[src/rtl/alu_mult_seq.sv]
// alu_mult_seq: 32x32->64 shift-add multiplier that borrows the shared EX-stage ALU
module alu_mult_seq #(
  parameter logic [3:0] ADD_CMD = 4'b0000,
  parameter logic [3:0] SUB_CMD = 4'b0010
) (
  input  logic        clk,
  input  logic        rst,
  input  logic        start,
  input  logic        is_signed,
  input  logic [31:0] op_a,
  input  logic [31:0] op_b,
  output logic        busy,
  output logic        done,
  output logic [31:0] hi,
  output logic [31:0] lo,
  output logic        alu_req,
  input  logic        alu_gnt,
  output logic [31:0] alu_in1,
  output logic [31:0] alu_in2,
  output logic [3:0]  alu_cmd,
  input  logic [31:0] alu_result
);
  typedef enum logic [2:0] {IDLE, ABS_A, ABS_B, ITER, NEG_LO, NEG_HI, NEG_INC, DONE} state_t;
  state_t state, state_nx;
  logic [31:0] a, b, mcand, in1, in2, sum;
  logic [3:0] cmd;
  logic [4:0] cnt;
  logic sgn, neg, adv, take, c;
  assign busy = state != IDLE;
  assign done = state == DONE;
  assign alu_req = (state == ABS_A) ? sgn & a[31] :
                   (state == ABS_B) ? sgn & b[31] :
                   (state == ITER) ? lo[0] :
                   (state == NEG_LO || state == NEG_HI) ? neg :
                   (state == NEG_INC) ? neg & (lo == 32'd0) : 1'b0;
  assign adv = ~alu_req | alu_gnt;
  assign take = alu_req & alu_gnt;
  assign alu_in1 = alu_req ? in1 : 32'd0;
  assign alu_in2 = alu_req ? in2 : 32'd0;
  assign alu_cmd = alu_req ? cmd : ADD_CMD;
  assign sum = lo[0] ? alu_result : hi;
  assign c = lo[0] & (alu_result < hi);
  // operands and command each step would present to the ALU
  always_comb begin
    in1 = 32'd0;
    in2 = 32'd0;
    cmd = SUB_CMD;
    case (state)
      ABS_A: in2 = a;
      ABS_B: in2 = b;
      ITER: begin in1 = hi; in2 = mcand; cmd = ADD_CMD; end
      NEG_LO: in2 = lo;
      NEG_HI: begin in1 = 32'hFFFFFFFF; in2 = hi; end
      NEG_INC: begin in1 = hi; in2 = 32'd1; cmd = ADD_CMD; end
      default: cmd = ADD_CMD;
    endcase
  end
  // next state: ALU steps advance only once granted or when they need no ALU
  always_comb begin
    state_nx = state;
    case (state)
      IDLE: state_nx = start ? ABS_A : IDLE;
      ABS_A: state_nx = adv ? ABS_B : ABS_A;
      ABS_B: state_nx = adv ? ITER : ABS_B;
      ITER: state_nx = (adv && cnt == 5'd31) ? NEG_LO : ITER;
      NEG_LO: state_nx = adv ? NEG_HI : NEG_LO;
      NEG_HI: state_nx = adv ? NEG_INC : NEG_HI;
      NEG_INC: state_nx = adv ? DONE : NEG_INC;
      default: state_nx = IDLE;
    endcase
  end
  // state register
  always_ff @(posedge clk) state <= rst ? IDLE : state_nx;
  // datapath: capture, magnitude, shift-add iterations and final negation
  always_ff @(posedge clk) begin
    if (rst) begin
      a <= '0;
      b <= '0;
      mcand <= '0;
      hi <= '0;
      lo <= '0;
      cnt <= '0;
      sgn <= 1'b0;
      neg <= 1'b0;
    end else begin
      case (state)
        IDLE: if (start) begin
          a <= op_a;
          b <= op_b;
          sgn <= is_signed;
          neg <= is_signed & (op_a[31] ^ op_b[31]);
          hi <= '0;
          cnt <= '0;
        end
        ABS_A: if (adv) mcand <= alu_req ? alu_result : a;
        ABS_B: if (adv) lo <= alu_req ? alu_result : b;
        ITER: if (adv) begin
          hi <= {c, sum[31:1]};
          lo <= {sum[0], lo[31:1]};
          cnt <= cnt + 5'd1;
        end
        NEG_LO: if (take) lo <= alu_result;
        NEG_HI, NEG_INC: if (take) hi <= alu_result;
        default: ;
      endcase
    end
  end
endmodule
[config.mk]
export PLATFORM = sky130hd
export DESIGN_NAME = alu_mult_seq
export DESIGN_NICKNAME = d
export VERILOG_FILES = /design/src/rtl/alu_mult_seq.sv
export SDC_FILE = /design/constraint.sdc
export NUM_CORES = 1
export LEC_CHECK = 0
export BUFFER_PORTS_ARGS = -buffer_cell sky130_fd_sc_hd__buf_2
export CORE_MARGIN = 2
export CORE_UTILIZATION = 50
export DETAILED_ROUTE_END_ITERATION = 6
export GPL_TIMING_DRIVEN = 0
export MAX_ROUTING_LAYER = met4
export PLACE_DENSITY = 0.78
export SETUP_SLACK_MARGIN = 0.02
export SKIP_LAST_GASP = 1
export SYNTH_ARGS = -nofsm -noshare
export SYNTH_HDL_FRONTEND = slang
export SYNTH_SLANG_ARGS = --single-unit
[constraint.sdc]
create_clock -name clk -period 2.1 [get_ports clk]
set_input_delay 0.105 -clock clk [delete_from_list [all_inputs] [get_ports clk]]
set_output_delay 0.105 -clock clk [all_outputs]
set_load 0.01 [all_outputs]
==> flow_metrics.env <==
export IMPL_outcome="finished with violations"
export IMPL_violations="DRC, setup timing"
export IMPL_ys_seq_area_frac=0.335
export IMPL_setup_viol=174
export IMPL_path_cells="nor4_2 > nand4_1 > nor3_4 > nor3_4 > inv_4 > o21ai_4 > buf_12 > buf_12 > nor2_4 > buf_6"
export IMPL_overflow=0
export IMPL_yosys_area_top_type="dfxtp_1"
export IMPL_avgSynthCellArea_um2=7.43
export IMPL_slowest_stage="nor4_2"
export IMPL_synth_edf_count=0
export IMPL_r2r_cells=12
export IMPL_die_height_um=147
export IMPL_max_vdd_ir_drop_uv=617
export IMPL_worstPathArrival_ns=3.11
export IMPL_dieArea_um2=21500
export IMPL_drc=24
export IMPL_crit_path_start_kind="flop"
export IMPL_initial_core_util=0.505
export IMPL_io_buffers=231
export IMPL_clkLatencyLatePin_ns=0.45
export IMPL_cts_buffers=17
export IMPL_cts_tree="yes"
export IMPL_period_share=1.53
export IMPL_n_antenna_cell=0
export IMPL_routabilityCongestion=1.02
export IMPL_synthCells=1367
export IMPL_crit_path_end_kind="output pin"
export IMPL_slew_headroom=0.346
export IMPL_rrSetupSlack_ns=-1.06
export IMPL_num_io_pins=236
export IMPL_worstPathRequired_ns=2.00
export IMPL_rsz0062_at_grt="true"
export IMPL_synth_flop_cell="dfxtp_1"
export IMPL_root_buffer="clkbuf_16"
export IMPL_period_needed_ns=3.21
export IMPL_grt_pass1_vias=12300
export IMPL_slew_viol_final=0
export IMPL_h_tree_depth=4
export IMPL_die_w_um=147
export IMPL_synth_seq_cells=170
export IMPL_multiInputGateArea_um2=7140
export IMPL_clock_sinks=170
export IMPL_wire_per_inst_um=25.7
export IMPL_grt_pass1_wl_um=69800
export IMPL_core_um2=20100
export IMPL_fin_util=0.788
export IMPL_drv_cap=0
export IMPL_nFillCells=1251
export IMPL_dpl_cell_count=1870
export IMPL_vias_per_cell=6.83
export IMPL_tightest_slew_ns=0.973
export IMPL_ant_nets=0
export IMPL_total_power_mw=12.3
export IMPL_crit_path_max_fanout=8
export IMPL_holdPathStages=3
export IMPL_area_delta_synth_final_pct=55.9
export IMPL_fmax_mhz=311
export IMPL_route_vias_total=14000
export IMPL_drtPass1Iterations=7
export IMPL_crit_type="reg -> out"
export IMPL_synth_area_top_cells="dfxtp_1 34%, mux2i_1 9.3%, nor2_1 8.7%, nand2_1 7.0%, a21oi_1 6.9%"
export IMPL_grt_usage=0.432
export IMPL_ff_latch_area_um2=3430
export IMPL_layout_drive_gt1_share=0.345
export IMPL_hold_path_class="in -> reg"
export IMPL_clkTransAtPathRegs_ns=0.07
export IMPL_async_reset_ff_frac=0
export IMPL_nets=1902
export IMPL_place_hpwl_um=31100
export IMPL_finalClockSkew_ns=0.00741
export IMPL_cpPeakStageDelay_ns=0.76
export IMPL_hold_viol=0
export IMPL_yosys_cell_types_count=65
export IMPL_synth_most_common_cell="nor2_1"
export IMPL_cts_max_path_buffers=2
export IMPL_core_rowCount=52
export IMPL_setup_slack_ns=-1.11
export IMPL_grt_max_degree=17
export IMPL_synth_top_area_share=0.335
export IMPL_synth_yosys_warnings=0
export IMPL_wl_um=52600
export IMPL_p_per_area_nw_per_um2=774
export IMPL_grt_antenna_before_repair=0
export IMPL_synth_common_cells="235 x nor2_1, 190 x nand2_1, 170 x dfxtp_1"
export IMPL_final_cells=2051
export IMPL_p_leak_nw=6.06
export IMPL_netlist_area_um2=10200
export IMPL_drt_initial_drc_count=2374
logic make-up (layout without fill, tap and decap cells):
family | count (synthesis) | count (layout) | share of synthesized area
and+or+nand+nor | 542 | 542 | 0.230
AOI/OAI and AO/OA | 359 | 359 | 0.229
DFF | 170 | 170 | 0.335
buffers and inverters | 164 | 576 | 0.0684
muxes | 97 | 97 | 0.0960
adders and majority gates | 33 | 33 | 0.0407
other | 1 | 3 | 0.000369
xor gates and xnor gates | 1 | 1 | 0.000862
cells in the final DEF (no fill, tap or decap), types with 34 or more instances in the layout:
master,Yosys,final
a21oi_1,140,126
buf_4,7,45
nand4_1,37,37
a211oi_2,1,36
nor3_1,37,34
buf_2,16,195
nand2_1,190,188
clkbuf_1,92,49
buf_6,4,64
inv_1,38,37
nor2_1,235,185
dlygate4sd3_1,0,66
mux2i_1,94,88
dfxtp_1,170,156
nor2_4,0,40
power breakdown:
group / total [mW] / internal [mW] / switching, mW
Combinational: 4.67 / 1.93 / 2.74
Clock: 3.25 / 1.78 / 1.47
Sequential: 4.35 / 3.67 / 0.677
Total: 12.3 / 7.38 / 4.89
registers in the layout (all words and copies together) (netlist names):
| name | count |
|---|---|
| lo | 32 |
| sgn | 1 |
| b | 32 |
| mcand | 32 |
| cnt | 5 |
| neg | 1 |
| hi | 32 |
| a | 32 |
| state | 3 |
final cells by class:
| type | count | share of cell area |
|---|---|---|
| plain buffers | 118 | 0.0589 |
| clock buffers | 21 | 0.0303 |
| clock inverters | 11 | 0.00703 |
| inverters | 39 | 0.00940 |
| multi-input cells | 1035 | 0.451 |
| flip-flops and latches | 170 | 0.217 |
| well taps | 270 | 0.0213 |
| repair buffers | 387 | 0.205 |
per-stage QoR:
step | setup TNS, ns | hold slack [ns] | worst slack, ns | cell area [µm²]
finish | -146.03 | 0.0529 | -1.11 | 15800
global route | -142.78 | 0.0484 | -1.08 | 15800
CTS | -48.53 | 0.00922 | -0.428 | 14200
detailed placement | -116.05 | 0.353 | -0.875 | 11700
global placement | -112.99 | 0.348 | -0.845 | 11700
floorplan | 0 | 0.241 | 0.0337 | 10200
worst max-delay path, delay by kind of cell, from the launching register on:
kind	cells	cell delay, ns
and+or+nand+nor	5	1.58
buffers and inverters	4	0.59
DFF	1	0.38
AOI/OAI and AO/OA	1	0.08
layer usage:
| layer | GRT usage | vias to the layer above | part of all wire |
|---|---|---|---|
| met5 | - | - | 0 |
| met1 | 0.526 | 6418 | 0.34 |
| met2 | 0.632 | 1386 | 0.41 |
| li1 | - | 5692 | - |
| met3 | 0.105 | 515 | 0.15 |
| met4 | 0.293 | 0 | 0.10 |
repair_timing:
item / in CTS / in global routing
pin swaps: 110 / 115
buffers inserted: 41 / 37
hold buffers: 66 / 0
gates cloned: 10 / 8
setup endpoints to repair: 217 / 231
gates resized for setup: 212 / 321
hold endpoints to repair: 67 / 0
path summary, 6_finish.rpt:
kind,end,startpoint
setup / recovery,alu_in1[13],lo[9]$_SDFFE_PP0P_
hold / removal,lo[30]$_SDFFE_PP0P_,alu_result[30]
setup reg to reg,mcand[0]$_SDFFE_PP0P_,lo[9]$_SDFFE_PP0P_
hold reg to reg,b[16]$_SDFFE_PP0P_,b[16]$_SDFFE_PP0P_
(Power assumes the default switching activity.)
